File: src/rtl/fan_output_collector_if.sv
// fan_output_collector_if
//  Bundles the sparse psum input side (from fan_network plus downstream ready)
//  and the serialized psum output stream of fan_output_collector.
//  Modports:
//   master : drives i_valid / i_data_bus / i_ready, observes the output stream
//   slave  : the collector itself
//  Optional: FAN_COLLECT_TAG_EN adds o_tag (8-bit vector sequence number).
interface fan_output_collector_if #(
    parameter int unsigned DATA_TYPE  = 32,
    parameter int unsigned NUM_PES    = 4,
    parameter int unsigned LOG2_PES   = 2,
    parameter int unsigned FIFO_DEPTH = 8
);
    localparam int unsigned LEVEL_W = $clog2(FIFO_DEPTH) + 1;

    logic [NUM_PES-1:0]           i_valid;
    logic [NUM_PES*DATA_TYPE-1:0] i_data_bus;
    logic                         i_ready;
    logic                         o_valid;
    logic [DATA_TYPE-1:0]         o_data;
    logic [LOG2_PES-1:0]          o_lane;
    logic                         o_last;
    logic [LEVEL_W-1:0]           o_fifo_level;
    logic                         o_overflow;

`ifdef FAN_COLLECT_TAG_EN
    logic [7:0]                   o_tag;

    modport master (
        output i_valid, i_data_bus, i_ready,
        input  o_valid, o_data, o_lane, o_last, o_fifo_level, o_overflow, o_tag
    );

    modport slave (
        input  i_valid, i_data_bus, i_ready,
        output o_valid, o_data, o_lane, o_last, o_fifo_level, o_overflow, o_tag
    );
`else
    modport master (
        output i_valid, i_data_bus, i_ready,
        input  o_valid, o_data, o_lane, o_last, o_fifo_level, o_overflow
    );

    modport slave (
        input  i_valid, i_data_bus, i_ready,
        output o_valid, o_data, o_lane, o_last, o_fifo_level, o_overflow
    );
`endif

endinterface

File: src/rtl/fan_output_collector.sv
// fan_output_collector
//  Consumes the sparse per-PE psum vectors of fan_network, buffers each
//  non-empty vector in a FIFO and serializes the valid lanes, lowest PE index
//  first, onto one valid/ready stream. fan_network cannot stall, so vectors
//  arriving while the FIFO is full (and no pop happens) are dropped and the
//  sticky overflow flag is raised.
//  Ports:
//   clk, rst_n               clock, asynchronous active-low reset
//   bus.i_valid              per-lane psum valid
//   bus.i_data_bus           psums, lane k at [k*DATA_TYPE +: DATA_TYPE]
//   bus.i_ready              downstream ready
//   bus.o_valid/o_data       output psum stream
//   bus.o_lane               PE index of the current psum
//   bus.o_last               last psum of the current vector
//   bus.o_fifo_level         FIFO occupancy (serializer entry excluded)
//   bus.o_overflow           sticky drop flag
//  Optional feature macro: FAN_COLLECT_TAG_EN adds bus.o_tag, an 8-bit
//  sequence number of the vector the current psum belongs to.
module fan_output_collector #(
    parameter int unsigned DATA_TYPE  = 32,
    parameter int unsigned NUM_PES    = 4,
    parameter int unsigned LOG2_PES   = 2,
    parameter int unsigned FIFO_DEPTH = 8
) (
    input  logic                  clk,
    input  logic                  rst_n,
    fan_output_collector_if.slave bus
);
    localparam int unsigned PTR_W   = $clog2(FIFO_DEPTH);
    localparam int unsigned LEVEL_W = PTR_W + 1;
    localparam int unsigned BUS_W   = NUM_PES * DATA_TYPE;
`ifdef FAN_COLLECT_TAG_EN
    localparam int unsigned TAG_W   = 8;
`endif

    typedef enum logic {
        ST_IDLE = 1'b0,
        ST_EMIT = 1'b1
    } state_t;

    state_t state_q, state_d;

    // FIFO storage and bookkeeping
    logic [NUM_PES-1:0] fifo_mask [FIFO_DEPTH];
    logic [BUS_W-1:0]   fifo_data [FIFO_DEPTH];
    logic [PTR_W-1:0]   wr_ptr;
    logic [PTR_W-1:0]   rd_ptr;
    logic [LEVEL_W-1:0] level;
    logic [LEVEL_W-1:0] level_d;

    // Serializer
    logic [NUM_PES-1:0] r_mask;
    logic [NUM_PES-1:0] mask_d;
    logic [BUS_W-1:0]   r_data;
    logic [BUS_W-1:0]   data_d;
    logic [LOG2_PES-1:0] lane_d;
    logic [DATA_TYPE-1:0] odata_d;

    logic hs;
    logic pop;
    logic push;
    logic drop;
    logic any_in;

`ifdef FAN_COLLECT_TAG_EN
    logic [TAG_W-1:0] tag_cnt;
    logic [TAG_W-1:0] fifo_tag [FIFO_DEPTH];
`endif

    // Index of the lowest set bit (0 when the mask is empty)
    function automatic logic [LOG2_PES-1:0] low_idx(input logic [NUM_PES-1:0] m);
        logic found;
        low_idx = '0;
        found   = 1'b0;
        for (int unsigned k = 0; k < NUM_PES; k++) begin
            if (m[k] && !found) begin
                low_idx = LOG2_PES'(k);
                found   = 1'b1;
            end
        end
    endfunction

    function automatic logic is_one_hot(input logic [NUM_PES-1:0] m);
        is_one_hot = (m != '0) && ((m & (m - NUM_PES'(1))) == '0);
    endfunction

    // Push/pop decisions; a pop frees a slot for a same-cycle push
    always_comb begin
        any_in = (bus.i_valid != '0);
        hs     = bus.o_valid & bus.i_ready;
        pop    = (level != '0) && ((state_q == ST_IDLE) || (hs && bus.o_last));
        push   = any_in && ((level < LEVEL_W'(FIFO_DEPTH)) || pop);
        drop   = any_in && !push;
    end

    // Occupancy update
    always_comb begin
        level_d = level;
        case ({push, pop})
            2'b10:   level_d = level + LEVEL_W'(1);
            2'b01:   level_d = level - LEVEL_W'(1);
            default: level_d = level;
        endcase
    end

    // Serializer next state: retire the lowest lane on handshake, reload on pop
    always_comb begin
        state_d = state_q;
        mask_d  = r_mask;
        data_d  = r_data;
        if (hs) begin
            mask_d = r_mask & ~(NUM_PES'(1) << low_idx(r_mask));
        end
        if (pop) begin
            mask_d = fifo_mask[rd_ptr];
            data_d = fifo_data[rd_ptr];
        end
        case (state_q)
            ST_IDLE: if (pop) state_d = ST_EMIT;
            ST_EMIT: if (mask_d == '0) state_d = ST_IDLE;
            default: state_d = ST_IDLE;
        endcase
    end

    // Next output beat, derived from the next serializer contents
    always_comb begin
        lane_d  = low_idx(mask_d);
        odata_d = '0;
        for (int unsigned k = 0; k < NUM_PES; k++) begin
            if (lane_d == LOG2_PES'(k)) begin
                odata_d = data_d[k*DATA_TYPE +: DATA_TYPE];
            end
        end
    end

    // FSM and serializer registers
    always_ff @(posedge clk or negedge rst_n) begin
        if (!rst_n) begin
            state_q <= ST_IDLE;
            r_mask  <= '0;
            r_data  <= '0;
        end else begin
            state_q <= state_d;
            r_mask  <= mask_d;
            r_data  <= data_d;
        end
    end

    // FIFO pointers, occupancy and sticky overflow
    always_ff @(posedge clk or negedge rst_n) begin
        if (!rst_n) begin
            wr_ptr         <= '0;
            rd_ptr         <= '0;
            level          <= '0;
            bus.o_overflow <= 1'b0;
        end else begin
            if (push) wr_ptr <= wr_ptr + PTR_W'(1);
            if (pop)  rd_ptr <= rd_ptr + PTR_W'(1);
            level <= level_d;
            if (drop) bus.o_overflow <= 1'b1;
        end
    end

    // FIFO storage; contents are only meaningful below the occupancy
    always_ff @(posedge clk) begin
        if (push) begin
            fifo_mask[wr_ptr] <= bus.i_valid;
            fifo_data[wr_ptr] <= bus.i_data_bus;
        end
    end

    // Registered output stream, mirrors the next serializer state
    always_ff @(posedge clk or negedge rst_n) begin
        if (!rst_n) begin
            bus.o_valid      <= 1'b0;
            bus.o_data       <= '0;
            bus.o_lane       <= '0;
            bus.o_last       <= 1'b0;
            bus.o_fifo_level <= '0;
        end else begin
            bus.o_valid      <= (mask_d != '0);
            bus.o_data       <= odata_d;
            bus.o_lane       <= lane_d;
            bus.o_last       <= is_one_hot(mask_d);
            bus.o_fifo_level <= level_d;
        end
    end

`ifdef FAN_COLLECT_TAG_EN
    // Sequence numbers: only accepted vectors consume a tag
    always_ff @(posedge clk or negedge rst_n) begin
        if (!rst_n) begin
            tag_cnt   <= '0;
            bus.o_tag <= '0;
        end else begin
            if (push) tag_cnt   <= tag_cnt + TAG_W'(1);
            if (pop)  bus.o_tag <= fifo_tag[rd_ptr];
        end
    end

    always_ff @(posedge clk) begin
        if (push) fifo_tag[wr_ptr] <= tag_cnt;
    end
`endif

endmodule

File: src/flat_wrapper.sv
// flat-port wrapper written by rule: the top's interface ports become plain ports
module fan_output_collector_flat 
#(
    parameter int unsigned DATA_TYPE  = 32,
    parameter int unsigned NUM_PES    = 4,
    parameter int unsigned LOG2_PES   = 2,
    parameter int unsigned FIFO_DEPTH = 8
)
  (clk, rst_n, bus_i_valid, bus_i_data_bus, bus_i_ready, bus_o_valid, bus_o_data, bus_o_lane, bus_o_last, bus_o_fifo_level, bus_o_overflow);
  fan_output_collector_if #(.DATA_TYPE(DATA_TYPE), .NUM_PES(NUM_PES), .LOG2_PES(LOG2_PES), .FIFO_DEPTH(FIFO_DEPTH)) bus_i ();
  input  logic clk;
  input  logic rst_n;
  input wire logic [$bits(bus_i.i_valid)-1:0] bus_i_valid;
  input wire logic [$bits(bus_i.i_data_bus)-1:0] bus_i_data_bus;
  input wire logic [$bits(bus_i.i_ready)-1:0] bus_i_ready;
  output wire logic [$bits(bus_i.o_valid)-1:0] bus_o_valid;
  output wire logic [$bits(bus_i.o_data)-1:0] bus_o_data;
  output wire logic [$bits(bus_i.o_lane)-1:0] bus_o_lane;
  output wire logic [$bits(bus_i.o_last)-1:0] bus_o_last;
  output wire logic [$bits(bus_i.o_fifo_level)-1:0] bus_o_fifo_level;
  output wire logic [$bits(bus_i.o_overflow)-1:0] bus_o_overflow;
  assign bus_i.i_valid = bus_i_valid;
  assign bus_i.i_data_bus = bus_i_data_bus;
  assign bus_i.i_ready = bus_i_ready;
  assign bus_o_valid = bus_i.o_valid;
  assign bus_o_data = bus_i.o_data;
  assign bus_o_lane = bus_i.o_lane;
  assign bus_o_last = bus_i.o_last;
  assign bus_o_fifo_level = bus_i.o_fifo_level;
  assign bus_o_overflow = bus_i.o_overflow;
  fan_output_collector #(.DATA_TYPE(DATA_TYPE), .NUM_PES(NUM_PES), .LOG2_PES(LOG2_PES), .FIFO_DEPTH(FIFO_DEPTH)) u_core (.clk(clk), .rst_n(rst_n), .bus(bus_i));
endmodule
File: config.mk
export PLATFORM = sky130hd
export DESIGN_NAME = fan_output_collector_flat
export DESIGN_NICKNAME = d
export VERILOG_FILES = /design/src/rtl/fan_output_collector_if.sv /design/src/rtl/fan_output_collector.sv /design/src/flat_wrapper.sv
export SDC_FILE = /design/constraint.sdc
export NUM_CORES = 1
export LEC_CHECK = 0
export CAP_MARGIN = 5
export CORE_UTILIZATION = 60
export CTS_CLUSTER_SIZE = 30
export DETAILED_ROUTE_END_ITERATION = 10
export PLACE_DENSITY = 0.79
export SYNTH_ARGS = -nofsm -noshare
export SYNTH_HDL_FRONTEND = slang
export SYNTH_SLANG_ARGS = --single-unit
export TNS_END_PERCENT = 20
File: constraint.sdc
create_clock -name clk -period 23.1 [get_ports clk]
set_input_delay 2.31 -clock clk [delete_from_list [all_inputs] [get_ports clk]]
set_output_delay 2.31 -clock clk [all_outputs]
set_load 0.02 [all_outputs]
Word level (Yosys, flattened, before mapping) --
Memories as Yosys holds them, arrays and structs flattened. Index checks and enable logic that the tools add are counted. Widths: inputs -> output; s select.
Word-level totals: register bits 180, RAM bits 1056, latch bits 0, output and inout bits 41, logic and storage cells 86, input port bits 135, ROM bits 0, memories kept 2
Operators by class: mux-type cells 29, $add $sub $neg 5, reductions and logical operators 27, bitwise operators 5, equal/unequal tests 5, $lt $le $gt $ge 1, divide/modulo/power cells 0, $mul 0, shift operators 1
Memories:
- u_core.fifo_data | depth 8, width 128, rd ports 1, clocked after Yosys merged registers in 0, write ports 1, line fan_output_collector.sv:45 | logic [BUS_W-1:0] fifo_data [FIFO_DEPTH];
- u_core.fifo_mask | depth 8, width 4, rd ports 1, clocked after Yosys merged registers in 0, write ports 1, line fan_output_collector.sv:44 | logic [NUM_PES-1:0] fifo_mask [FIFO_DEPTH];
Operator list (count):
- $mux 128 | 1
- $mux 32 | 4
- $mux 1 | 15
- $reduce_bool 4->1 | 3
- $logic_and 1x1->1 | 11
- $mux 2 | 5
- $and 4x4->4 | 2
- $logic_not 4->1 | 2
- $mux 4 | 2
- $pmux 4 s2 | 1
- $sub 4x1->4 const B | 2
- $logic_not 1->1 | 7
- $add 3x1->3 const B | 2
- $eq 2x2->1 const B | 3
- $add 4x1->4 const B | 1
- $eq 2x1->1 const B | 2
- $lt 4x4->1 const B | 1
- $not 4->4 | 1
- $shl 1x2->4 const A | 1
- $logic_not 2->1 | 1
- $logic_or 1x1->1 | 2
- $pmux 1 s2 | 1
- $reduce_bool 2->1 | 1
- $and 1x1->1 | 1
- $not 1->1 | 1

Logic depth before layout (Yosys ltp) --
word-level depth 34, mapped depth 13, mapped depth without buffers 11

Least setup slack after synthesis --
OpenSTA, ideal clock, no wires.
path kind input-to-reg, start in bus_i_ready, end mem u_core.fifo_data[2][0] (netlist name), enable pin, arrival 13.020 ns, setup slack 9.268 ns, buffers on the path 2, data required time 22.288 ns, stages on the path 7, cells stage by stage nand3_1 > a21o_1 > buf_4 > buf_2 > a21oi_1 > nand2b_1 > nor3b_1
On the way: word-level cells in the longest chain between the ends 8
RTL lines:
- start, declared | line flat_wrapper.sv:15 | input wire logic [$bits(bus_i.i_ready)-1:0] bus_i_ready;
- $and 1x1->1 | line fan_output_collector.sv:90 | hs = bus.o_valid & bus.i_ready;
- $logic_and 1x1->1 | line fan_output_collector.sv:91 | pop = (level != '0) && ((state_q == ST_IDLE) || (hs && bus.o_last));
- $logic_or 1x1->1 | line fan_output_collector.sv:91
- $logic_and 1x1->1 | line fan_output_collector.sv:91
- $logic_or 1x1->1 | line fan_output_collector.sv:92 | push = any_in && ((level < LEVEL_W'(FIFO_DEPTH)) || pop);
- $logic_and 1x1->1 | line fan_output_collector.sv:92
- $mux 1 | line fan_output_collector.sv:166 | if (push) begin
- $mux 1 (not written as such) | line fan_output_collector.sv:168 | fifo_data[wr_ptr] <= bus.i_data_bus;
- end, declared | line fan_output_collector.sv:45
No other way between the ends.

Worst setup path after layout --
start in bus_i_ready, end reg u_core.bus.o_data[31]
RTL lines:
- $and 1x1->1 (*) | line fan_output_collector.sv:90
- $logic_and 1x1->1 | line fan_output_collector.sv:91
- $logic_or 1x1->1 | line fan_output_collector.sv:91
- $logic_and 1x1->1 | line fan_output_collector.sv:91
- $mux 4 (*) | line fan_output_collector.sv:114 | if (pop) begin
- via u_core.mask_d[2] | line fan_output_collector.sv:53 | logic [NUM_PES-1:0] mask_d;
- $logic_and 1x1->1 (*) | line fan_output_collector.sv:76 | if (m[k] && !found) begin
- $mux 1 | line fan_output_collector.sv:76
- $logic_not 1->1 | line fan_output_collector.sv:76
- $logic_and 1x1->1 | line fan_output_collector.sv:76
- $mux 2 (*) | line fan_output_collector.sv:76
- $logic_not 2->1 | line fan_output_collector.sv:130 | if (lane_d == LOG2_PES'(k)) begin
- $mux 32 (3 in a row) | line fan_output_collector.sv:130
- $mux 32 (*) | line fan_output_collector.sv:130
- via u_core.odata_d[31] | line fan_output_collector.sv:57 | logic [DATA_TYPE-1:0] odata_d;
- end signal, assigned | line fan_output_collector.sv:182 | bus.o_data <= odata_d;
- end, declared | line fan_output_collector_if.sv:46 | output o_valid, o_data, o_lane, o_last, o_fifo_level, o_overflow
Mark *: on every way through the listed nets, which the timed path passes. The rest lies on a longest branch. A chain may end at the register's enable or synchronous reset.

==> results by group <==
Placed design
  – Pre-CTS setup slack: 16.64 ns
  – Dpl hpwl: 59,700 um
  – Final GP Congestion: 0.851
  – Port Buffers: 175

Final layout
  – Final-layout fill cell count: 4,539
  – Area taken by multi-input logic gates: 9980 um2
  – Nets: 2,571
  – Register area: 36,200 um2
  – Area grow syn2layout: 14.4%
  – Layout cells sized above 1: 0.212

Flow run
  – Max-Cap Viols: 0

Yosys
  – Distinct cell type count after synthesis: 44
  – Post-synth EDFFs: 1,056
  – Synthesized flop and latch total: 1,236
  – Fraction of the mapped netlist area in adder cells: 0.00176
  – Mapped Nets: 2,356
  – FFs w/ async S/R, synth: 0.146
  – Warnings, synthesis: 0
  – Register area share after synthesis: 0.774
  – Largest family of logic cells by synthesized area: multiplexers
  – Xor/xnor share of the synthesized area: 0.00168
  – Simple-gate area share of the yosys netlist: 0.0170
  – Mapped cell area: 46,800 um2
  – Predominant post-synthesis flop cell: edfxtp_1
  – Compound-Gate Fraction of Synth Area: 0.0280
  – Synth Instances: 2,215
  – Proportion of synthesized area in mux cells: 0.163
  – Syn_area_per_cell: 21.1 um2

Clock network
  – Clk_lat worst skew: 0.67 ns
  – Total CTS buffers: 115
  – Clk slew on worst S/H paths: 0.06 ns
  – CTS tree: built
  – Root Buffer: clkbuf_16
  – Post-CTS Setup Bufs: 0
  – Cts hold-fix bufs: 0
  – CTS resizes: 0
  – Clk buf depth: 3
  – # clock sinks: 1,236
  – CTS H-tree depth: 3

Power and ir drop
  – Clock power share: 0.243
  – Int Pwr: 5.18 mW
  – Sw frac: 0.334
  – Max IR drop VDD: 0.106 mV
  – Combinational fraction of design power: 0.330
  – Total power: 7.78 mW
  – Flop pwr share: 0.427
  – Pwr per Cell Area: 145 nW/um2
  – Psw: 2.60 mW
  – P_leak: 18.4 nW

Hold path
  – Min-delay worst type: reg2reg

Setup path
  – CP Capture Type: flop
  – Reg2Reg Depth: 8
  – R2r startpoint: u_core.rd_ptr[0]$_DFFE_PN0N_
  – Setup CP Type: in2reg
  – Critical path's top delay family: buffers and inverters
  – CP max stage cell: a21oi_4
  – Most used cell, CP: buf_4
  – Worst Path Max Fanout: 100
  – CP required: 23.59 ns
  – Worst path max stage delay: 0.61 ns
  – Worst path bufs/invs: 5
  – Levels on crit path: 11
  – Crit path from: bus_i_ready
  – Critical path launch point type: primary input
  – Arrival time at the worst endpoint: 6.34 ns
  – Worst r2r dst: u_core.bus.o_data[18]$_DFF_PN0_
  – Crit-path cells: clkdlybuf4s50_1, nand3_1, a21o_4, inv_2, buf_4, mux2i_4, nor4b_4, buf_4, a21oi_4, buf_4, a221oi_1
  – R2R Setup Slk: 18.13 ns
  – Crit path to: u_core.bus.o_data[31]$_DFF_PN0_

STA
  – Fin. Hold Viols: 0
  – Worst-Margin Slew: 1.23 ns
  – FMAX: 0.171 GHz
  – Post-Route Setup TNS: 0 ns
  – Worst hold slack: 0.497 ns
  – Final setup viols: 0
  – Slew Limit Fails: 0
  – Final Skew: 0.0190 ns
  – Final Worst Setup Slack: 17.25 ns
  – RSZ-0062 raised after global routing: no
  – Max_slew headroom: 0.182
  – Crit path time final: 5.85 ns
  – Post-route clock period utilization: 0.253

Drt
  – Initial DRC Count: 2,277
  – Final ANT Viol Nets: 0
  – Vias: 22,600
  – Drt drc: 0
  – Drt wl/cell: 29.4 um
  – DRT Pass-1 Iters: 7
  – Total wire length: 105,000 um
  – Via/cell ratio: 6.32

Floorplan
  – Initial Util: 0.605
  – Die area: 79,100 um2
  – Site Rows: 102
  – Ports: 176
  – Chip width: 281 um
  – Core area: 77,300 um2
  – Die height: 281 um

Global route
  – Initial antenna violation count: 10
  – GRT Util Overall: 0.270
  – Global route total overflow: 0
  – Vias in the first global route: 23,000
  – Largest net degree at the start of global routing: 133
  – Global-route wire length before repair: 153,000 um

Outcome
  – Run status: finished clean
## state kept, by name, indices dropped and copies added, names as in the netlist, 2 cells and up
signal,cells
u_core.wr_ptr,3
u_core.bus.o_lane,2
u_core.fifo_data,1024
u_core.r_data,128
u_core.level,4
u_core.bus.o_data,32
u_core.rd_ptr,3
u_core.r_mask,4
u_core.fifo_mask,32
## worst min-delay path by stage
stage	to	cells after the start	startpoint	slack [ns]
floorplan	u_core.r_data[32]$_DFF_PN0_	2	u_core.r_data[32]$_DFF_PN0_	0.46
global placement	u_core.r_data[34]$_DFF_PN0_	2	u_core.r_data[34]$_DFF_PN0_	0.48
detailed placement	u_core.r_data[62]$_DFF_PN0_	2	u_core.r_data[62]$_DFF_PN0_	0.48
CTS	u_core.r_data[44]$_DFF_PN0_	2	u_core.r_data[44]$_DFF_PN0_	0.50
global route	u_core.r_data[44]$_DFF_PN0_	2	u_core.r_data[44]$_DFF_PN0_	0.52
finish	u_core.r_data[74]$_DFF_PN0_	2	u_core.r_data[74]$_DFF_PN0_	0.50
## cell usage in the layout, fill, tap and decap left out, types with 5 or more instances in the layout
master	count
a21o_1	33
a221oi_2	29
buf_4	38
bufinv_16	9
clkbuf_1	21
clkbuf_16	118
clkbuf_4	5
clkbuf_8	19
clkdlybuf4s50_1	174
clkinv_1	14
clkinv_2	18
clkinvlp_4	5
dfrtp_1	177
diode_2	5
edfxtp_1	1056
ha_1	5
inv_1	36
mux2i_1	166
mux4_2	262
nand2_1	109
nor2_1	68
o21ai_0	99
xnor2_1	5
## power by group through the flow
| stage | Sequential [mW] | Clock [mW] | Combinational, mW |
|---|---|---|---|
| floorplan | 3.38 | 0 | 1.72 |
| global route | 3.36 | 1.99 | 2.72 |
| detailed placement | 3.35 | 0 | 2.55 |
| finish | 3.32 | 1.89 | 2.57 |
| global placement | 3.31 | 0 | 2.49 |
| CTS | 3.32 | 1.91 | 2.59 |
## routing by layer
layer / wire (um) / share of wire / GRT usage
met1: 40000 / 0.38 / 0.365
met2: 53100 / 0.51 / 0.446
met3: 7730 / 0.074 / 0.0517
met4: 3990 / 0.038 / 0.0991
met5: 77 / 0.00073 / 0
## tightest hold or removal path, delay by kind of cell, from the launching register on
| kind | cells | cell delay, ns |
|---|---|---|
| flops | 1 | 0.32 |
| compound gates | 1 | 0.09 |
| simple gates | 1 | 0.04 |
## cell usage after synthesis (4+ instances only)
| cell | number | share of area |
|---|---|---|
| inv_2 | 4 | 0.00032 |
| nand2_1 | 110 | 0.0088 |
| a21o_1 | 34 | 0.0055 |
| dfrtp_1 | 180 | 0.096 |
| mux2i_1 | 166 | 0.035 |
| a221oi_2 | 29 | 0.0093 |
| mux4_2 | 262 | 0.13 |
| buf_2 | 43 | 0.0046 |
| clkbuf_1 | 46 | 0.0037 |
| ha_1 | 5 | 0.0013 |
| o21ai_0 | 99 | 0.011 |
| xnor2_1 | 5 | 0.00094 |
| edfxtp_1 | 1056 | 0.68 |
| nor2_1 | 70 | 0.0056 |
| buf_1 | 22 | 0.0018 |
| inv_1 | 36 | 0.0029 |
| nor3b_1 | 4 | 0.00064 |
| xor2_1 | 4 | 0.00075 |
## cells by family (layout without fill, tap and decap cells)
kind of cell / Yosys count / in the layout
other: 0 / 5
AO/OA/AOI/OAI: 178 / 178
flip-flops: 1236 / 1236
buffers and inverters: 157 / 468
multiplexers: 434 / 434
XOR/XNOR: 9 / 9
AND/OR/NAND/NOR: 195 / 195
adder cells (fa/ha/maj): 6 / 6
## stage by stage
| step | cell area, um2 | instances | util |
|---|---|---|---|
| global route | 53500 | 3567 | 0.692 |
| finish | 53600 | 3571 | 0.693 |
| global placement | 49700 | 3353 | 0.643 |
| CTS | 53500 | 3566 | 0.692 |
| floorplan | 46800 | 2215 | - |
| detailed placement | 49700 | 3353 | 0.643 |
## area by class of cell
class,count,share of cell area
Clock buffer,162,0.0619
Inverter,40,0.00280
Clock inverter,51,0.00923
Antenna cell,5,0.000234
Timing Repair Buffer,215,0.0388
Multi-Input combinational cell,822,0.186
Tap cell,1040,0.0243
Sequential cell,1236,0.676
Power figures use the tool's default switching activity.
